[src/rtl/sumador_serie_ctrl.sv]
// Serial wide adder/subtractor: sequences one 4-bit adder slice over NIBBLES cycles,
// least-significant nibble first, with the carry held in a register between nibbles.
module sumador_serie_ctrl #(
  parameter int NIBBLES = 4
) (
  input  logic                   clk,
  input  logic                   rst_n,
  input  logic                   start,
  input  logic                   sub,
  input  logic [4*NIBBLES-1:0]   a,
  input  logic [4*NIBBLES-1:0]   b,
  output logic                   busy,
  output logic                   done,
  output logic [4*NIBBLES-1:0]   sum,
  output logic                   carry_out,
  output logic                   overflow
);

  localparam int W  = 4 * NIBBLES;
  localparam int IW = (NIBBLES > 1) ? $clog2(NIBBLES) : 1;

  typedef enum logic [1:0] {
    ST_IDLE = 2'd0,
    ST_RUN  = 2'd1,
    ST_DONE = 2'd2
  } state_t;

  // The shared 4-bit adder slice: {carry, sum[3:0]}.
  function automatic logic [4:0] add4(input logic [3:0] x, input logic [3:0] y, input logic cin);
    return {1'b0, x} + {1'b0, y} + {4'b0000, cin};
  endfunction

  state_t          state_r;
  state_t          state_nxt_s;
  logic [W-1:0]    a_r;
  logic [W-1:0]    b_r;
  logic            c_r;
  logic [IW-1:0]   idx_r;
  logic [W-1:0]    sum_r;
  logic            co_r;
  logic            ov_r;
  logic            busy_r;
  logic            done_r;

  logic [W-1:0]    a_shift_s;
  logic [W-1:0]    b_shift_s;
  logic [4:0]      slice_s;
  logic            last_s;
  logic [W-1:0]    sum_upd_s;
  logic [W+1:0]    shamt_s;

  // Slice operand selection and merge of the slice result into the running sum.
  always_comb begin
    shamt_s   = (W+2)'({idx_r, 2'b00});
    a_shift_s = a_r >> shamt_s;
    b_shift_s = b_r >> shamt_s;
    slice_s   = add4(a_shift_s[3:0], b_shift_s[3:0], c_r);
    last_s    = (idx_r == IW'(NIBBLES - 1));
    sum_upd_s = (sum_r & ~(W'(4'hF) << shamt_s)) | (W'(slice_s[3:0]) << shamt_s);
  end

  // Next-state logic.
  always_comb begin
    state_nxt_s = state_r;
    case (state_r)
      ST_IDLE: begin
        if (start) begin
          state_nxt_s = ST_RUN;
        end else begin
          state_nxt_s = ST_IDLE;
        end
      end
      ST_RUN: begin
        if (last_s) begin
          state_nxt_s = ST_DONE;
        end else begin
          state_nxt_s = ST_RUN;
        end
      end
      ST_DONE: state_nxt_s = ST_IDLE;
      default: state_nxt_s = ST_IDLE;
    endcase
  end

  // State register with registered busy/done decoded from the next state.
  always_ff @(posedge clk or negedge rst_n) begin
    if (!rst_n) begin
      state_r <= ST_IDLE;
      busy_r  <= 1'b0;
      done_r  <= 1'b0;
    end else begin
      state_r <= state_nxt_s;
      busy_r  <= (state_nxt_s != ST_IDLE);
      done_r  <= (state_nxt_s == ST_DONE);
    end
  end

  // Operand capture on acceptance, then one nibble per RUN cycle.
  always_ff @(posedge clk or negedge rst_n) begin
    if (!rst_n) begin
      a_r   <= {W{1'b0}};
      b_r   <= {W{1'b0}};
      c_r   <= 1'b0;
      idx_r <= {IW{1'b0}};
      sum_r <= {W{1'b0}};
      co_r  <= 1'b0;
      ov_r  <= 1'b0;
    end else begin
      case (state_r)
        ST_IDLE: begin
          if (start) begin
            a_r   <= a;
            b_r   <= sub ? ~b : b;
            c_r   <= sub;
            idx_r <= {IW{1'b0}};
            sum_r <= {W{1'b0}};
            co_r  <= 1'b0;
            ov_r  <= 1'b0;
          end
        end
        ST_RUN: begin
          sum_r <= sum_upd_s;
          c_r   <= slice_s[4];
          idx_r <= idx_r + IW'(1);
          // Signed overflow: operands agree in sign but the top result bit does not.
          if (last_s) begin
            co_r <= slice_s[4];
            ov_r <= (a_r[W-1] == b_r[W-1]) && (slice_s[3] != a_r[W-1]);
          end
        end
        default: begin
        end
      endcase
    end
  end

  assign busy      = busy_r;
  assign done      = done_r;
  assign sum       = sum_r;
  assign carry_out = co_r;
  assign overflow  = ov_r;

endmodule

[config.mk]
export PLATFORM = sky130hd
export DESIGN_NAME = sumador_serie_ctrl
export DESIGN_NICKNAME = d
export VERILOG_FILES = /design/src/rtl/sumador_serie_ctrl.sv
export SDC_FILE = /design/constraint.sdc
export NUM_CORES = 1
export LEC_CHECK = 0
export ABC_CLOCK_PERIOD_IN_PS = 8300
export CAP_MARGIN = 20
export CORE_MARGIN = 2
export CORE_UTILIZATION = 55
export DETAILED_ROUTE_END_ITERATION = 10
export PLACE_DENSITY = 0.88
export SLEW_MARGIN = 25
export SYNTH_ARGS = -nofsm -noshare
export SYNTH_HDL_FRONTEND = slang
export SYNTH_SLANG_ARGS = --single-unit
[constraint.sdc]
create_clock -name clk -period 8.3 [get_ports clk]
set_input_delay 1.66 -clock clk [delete_from_list [all_inputs] [get_ports clk]]
set_output_delay 1.66 -clock clk [all_outputs]
set_load 0.005 [all_outputs]
==> results of run 1 <==
## layer usage
metal	up-vias	part of all wire [%]	global-route usage (%)
li1	876	-	-
met3	12	4.7	6.02
met4	0	2.0	10.1
met2	54	51	38.8
met5	-	0	0
met1	923	42	26.8
## sequential cells by signal, summed over array words and instances, names as in the netlist
name,count
a_r,16
b_r,16
sum,16
idx_r,2
state_r,2
busy,1
c_r,1
carry_out,1
done,1
overflow,1
## layout make-up
type | instances | area [µm²]
clock buffer | 13 | 149
fill | 328 | 1270
inverter | 4 | 15.0
clock inverter | 3 | 40.0
sequential | 57 | 1430
timing repair buffer | 57 | 561
tap | 67 | 83.8
multi-input combinational | 143 | 1240
## stage by stage
step	setup slack (ps)	instance area [µm²]
2_1_floorplan	5650	2770
5_1_grt	5010	3510
3_5_place_dp	4880	3320
3_3_place_gp	4920	3320
4_1_cts	5150	3510
6_report	5200	3510
## cells by family after synthesis
group / Yosys count / synth area share [%]
AO/OA/AOI/OAI: 47 / 12.3
XOR/XNOR: 18 / 5.70
adder cells (fa/ha/maj): 9 / 4.62
buffers and inverters: 15 / 3.71
flip-flops: 57 / 51.6
multiplexers: 25 / 13.4
AND/OR/NAND/NOR: 44 / 8.69
## power breakdown
part	leakage (nW)	total, mW	switching, mW	internal [mW]
combinational	0.691	0.731	0.351	0.379
clock	0.0974	0.254	0.108	0.146
sequential	0.686	0.509	0.105	0.404
total	1.48	1.49	0.564	0.930
## how the worst max path moves through the flow
stage,start,to,slack [ps],cells past startpoint
finish,start,a_r[2],5200,4
global route,idx_r[0],c_r,5010,7
CTS,idx_r[0],carry_out,5150,7
detailed placement,start,a_r[8],4880,4
global placement,start,a_r[6],4920,4
floorplan,idx_r[0],c_r,5650,8
## cell usage after synthesis, types with 2 or more instances
cell / number / area [µm²]
buf_2: 4 / 20.0
a22o_1: 16 / 140
mux4_2: 8 / 180
nand2b_1: 3 / 18.8
buf_6: 4 / 45.0
buf_4: 2 / 15.0
a21oi_1: 15 / 75.1
nand3_1: 2 / 10.0
a21o_1: 6 / 45.0
a211o_1: 2 / 17.5
ha_1: 7 / 87.6
nor3_2: 4 / 40.0
o21ai_0: 2 / 10.0
fa_1: 2 / 40.0
a21oi_2: 5 / 43.8
xnor2_1: 17 / 149
mux2_2: 17 / 191
nand2_1: 9 / 33.8
dfrtp_1: 57 / 1430
nor2_1: 20 / 75.1
inv_1: 4 / 15.0
## worst register-to-register path: stages, from the launching register on
cell	delay (ps)
dfrtp_1	830
mux4_2	630
fa_1	440
fa_1	420
a21o_1	180
a21oi_1	150
nor2_1	70
mux2_2	260
## cell usage in the layout, fill, tap and decap left out, drive strengths merged
cell type	count
nand2b	4
ha	7
xnor2	17
mux2	17
buf	3
a211o	2
a21oi	20
a22o	16
clkdlybuf4s50	54
o211ai	1
clkbuf	13
fa	2
bufinv	1
o21ai	2
nor3b	2
mux4	8
or3	1
nor2	20
nand3	2
nor2b	1
dfrtp	57
clkinv	2
nor3	4
xor2	1
inv	4
nand3b	1
a21o	6
nand2	9
==> results.cfg, run 1 <==
[critical_path]
r2r_end = carry_out
startpoint_type = input port
r2r_setup_slack_ps = 5220
cp_slowest_cell = clkdlybuf4s50_1
crit_path_cell_trace = clkdlybuf4s50_1 > nor3b_4 > buf_4 > mux2_2
critical_path.top_delay_family = buffers and inverters
r2r-start = idx_r[0]
critPathMaxFanout = 48
crit_required_ps = 8520
cp_slowest_stage_delay_ps = 570
reg2reg_depth = 7
cp_num_buf_inv = 2
worstPathArrival_ps = 3310
path_class = in -> reg
end_kind = flop

[detailed_routing]
routedWlPerCell_um = 15.4
wl_um = 5300
dr.pass1.iters = 4
vias = 1865
drc_errors = 0
ant_nets = 0
drt_iter0_markers = 58
vias_per_cell = 5.42

[sta]
finalSetupViolCount = 0
rsz0062_at_grt = no
whs_ps = 503
skew_ps = 6.24
slew_headroom_pct = 35.0
fmax_ghz = 0.323
period_needed_ps = 3100
finalSetupTns_ps = 0
post-route-period-util_pct = 37.3
hold_viol = 0
slew_violations = 0
worst_slew_pin_slew_ps = 971

[power_and_ir_drop]
p_leak_nw = 1.48
power_density_mw_per_mm2 = 425
power.total_mw = 1.49
ir_drop_v = 0.000231

[floorplanning]
dieArea_mm2 = 0.00561
ios = 56
fp.dieH_um = 74.9
initial_core_util_pct = 57.8
rows = 25
die_w_um = 74.9
core_area_mm2 = 0.00479

[cts]
root_buffer = clkbuf_8
worstSkewPairLatency_ps = 340
path_clk_slew_ps = 60
ctsHoldBuffers = 0
postCtsSetupRepairBufs = 0
cts_resized = 0
cts_tree = yes
cts_sinks = 57
cts_made_buffers = 9
cts_buffer_depth = 2
htree_levels = 3

[synth]
yosysSeqAreaShare_pct = 51.6
synth_seq_cells = 57
synth-edff-count = 0
yosys_warnings = 0
synthCells = 215
syn_area_mm2 = 0.00277
synth-main-ff-cell = dfrtp_1
ys_types = 30
synth_area_per_cell_um2 = 12.9
synth_fp_nets = 260
synth-async-reset-ratio_pct = 100

[hold_path]
hold_class = reg -> reg
hp-start = a_r[12]
min_delay_path_depth = 1
whs_endpoint = a_r[12]

[global_route]
grt_start_max_net_pins = 58
grt_pass1_wl_um = 9200
antenna_found_initial = 0
grt_pass1_vias = 1952
grt_use_total_pct = 22.7
overflow = 0

[placement]
io_buffers = 55
placedCellCount = 328
place.gp.congestion = 0.774
dpl.hpwl_um = 3660

[final_layout]
drive_gt1_share_pct = 19.1
fin_cells = 344
fin_util_pct = 73.4
nets = 317
n_antenna_cell = 0
area_growth_pct = 27.0

[status]
outcome = finished, final reports clean

[run]
maxCapViolations = 0
No activity file was read; power rests on OpenSTA's default activity.
==> inputs of run 2 (changes only) <==
Settings changed: ABC_CLOCK_PERIOD_IN_PS 8300 to 2500, CORE_UTILIZATION 55 to 46, PLACE_DENSITY 0.88 to 0.79.
Clock period 8.3 ns to 2.5 ns, I/O delays scaled along.
==> results.cfg, run 2 (synthesis results as in run 1) <==
[detailed_routing]
ant_nets = 0
drt_iter0_markers = 102
dr.pass1.iters = 5
drc_errors = 0
routedWlPerCell_um = 15.5
wl_um = 5570
vias = 1849
vias_per_cell = 5.15

[floorplanning]
initial_core_util_pct = 47.3
rows = 28
ios = 56
die_w_um = 81.5
fp.dieH_um = 81.5
dieArea_mm2 = 0.00665
core_area_mm2 = 0.00585

[final_layout]
regArea_mm2 = 0.00143
drive_gt1_share_pct = 23.6
mostFrequentLayoutCell = dfrtp_1
final_cell_mix = 56 x dfrtp_1, 54 x clkdlybuf4s50_1, 20 x nor2_1, 17 x mux2_2
area_growth_pct = 31.1
nFillCells = 467
fin_cells = 359
n_antenna_cell = 0
multi_input_area_mm2 = 0.00125
nets = 324

[global_route]
grt_use_total_pct = 19.4
grt_pass1_wl_um = 9360
grt_use_met3_pct = 6.59
grt_start_max_net_pins = 58
gr-usage-met1_pct = 21.5
overflow = 0
antenna_found_initial = 0
grtUsageMet2_pct = 33.1
grt_pass1_vias = 1997
grt.busiest_layer = met2

[cts]
worstSkewPairLatency_ps = 340
htree_levels = 3
ctsHoldBuffers = 0
cts_sinks = 57
path_clk_slew_ps = 70
cts_buffer_depth = 2
root_buffer = clkbuf_8
cts_tree = yes
cts_made_buffers = 9

[sta]
post-route-period-util_pct = 97.4
fmax_ghz = 0.411
skew_ps = 8.83
finalSetupViolCount = 0
slew_violations = 0
finalSetupTns_ps = 0
hold_viol = 0
worst_slew_pin_slew_ps = 701
slew_headroom_pct = 53.3
period_needed_ps = 2440

[hold_path]
hold_class = in -> async

[critical_path]
critPathMaxFanout = 4
reg2reg_depth = 7
startpoint_type = flop
end_kind = flop
r2r_setup_slack_ps = 60
r2r-start = idx_r[0]
worstPathArrival_ps = 2660
crit_path_end = carry_out
crit_required_ps = 2720
r2r_end = carry_out
path_class = reg -> reg
critPathLaunch = idx_r[0]

[power_and_ir_drop]
ir_drop_v = 0.000713
p_leak_nw = 1.52
switchingPower_mw = 1.95
seq_power_share_pct = 31.0
intPower_mw = 3.33
clockPowerShare_pct = 17.1
combPwrFrac_pct = 52.0
power_density_mw_per_mm2 = 1450
swShare_pct = 36.9

[placement]
io_buffers = 55
placedCellCount = 341
place.gp.congestion = 0.786
dpl.hpwl_um = 4060

[run]
maxCapViolations = 0

[status]
outcome = finished, final reports clean
-- run 2: cell count changes in the layout (fill, tap and decap cells not counted), moves of 2 or more --
| cell | before | now |
|---|---|---|
| clkbuf_1 | 3 | 0 |
| clkbuf_8 | 10 | 12 |
| fa_1 | 2 | 0 |
| fa_2 | 0 | 2 |
| clkinvlp_4 | 0 | 2 |
| buf_4 | 2 | 8 |
-- run 2: cell type report --
class                           count  area share (%)
Tap cell                           75            2.59
Sequential cell                    57            39.4
Clock buffer                       12            4.55
Inverter                            4           0.414
Multi-Input combinational cell    143            34.4
Clock inverter                      4            1.38
Timing Repair Buffer               64            17.3
-- run 2: stage by stage --
step / hold WS, ps / utilization (%) / worst slack [ps] / cell area, µm² / total power, mW
after floorplan: 204 / - / -17.4 / 2770 / 3.44
after global placement: 486 / 57.9 / 77.8 / 3390 / 4.19
after detailed placement: 492 / 57.9 / 17.8 / 3390 / 4.30
after CTS: 320 / 61.6 / 10.5 / 3600 / 5.22
after global routing: 358 / 62.0 / -0.0782 / 3630 / 5.68
final: 306 / 62.0 / 64.0 / 3630 / 5.27
-- run 2: per-layer routing --
| layer | share of wire (%) | wire length, µm | vias up |
|---|---|---|---|
| li1 | - | - | 895 |
| met1 | 41 | 2300 | 896 |
| met2 | 52 | 2900 | 50 |
| met3 | 5.2 | 290 | 8 |
| met4 | 1.4 | 78 | 0 |
| met5 | 0 | 0 | - |
-- run 2: power by group through the flow --
stage | combinational (mW) | clock [mW] | sequential (mW)
after floorplan | 1.90 | 0 | 1.54
final | 2.74 | 0.900 | 1.63
after detailed placement | 2.65 | 0 | 1.65
after global placement | 2.56 | 0 | 1.63
after global routing | 3.02 | 0.968 | 1.69
after CTS | 2.67 | 0.916 | 1.64
-- run 2: how the worst min path moves through the flow --
stage | to | slack [ps]
after floorplan | a_r[0] | 200
after global placement | a_r[8] | 490
after detailed placement | a_r[8] | 490
after CTS | busy | 320
after global routing | done | 360
final | done | 310
-- run 2: repair_timing --
item                       CTS  global route
gates resized for setup      0             2
setup endpoints to repair    0             7
setup buffers                0             2
-- run 2: critical path: stages (launching register included) --
cell and delay [ps]:
dfrtp_2 400, mux4_2 530, fa_2 390, fa_2 360, a21o_1 170, a21oi_1 150
nor2_1 70, mux2_2 260
==> inputs of run 3 (changes only) <==
Settings changed: SLEW_MARGIN 25 to 20.
==> results of run 3 <==
No change in the layout: final DEF, timing and power equal those of run 2.
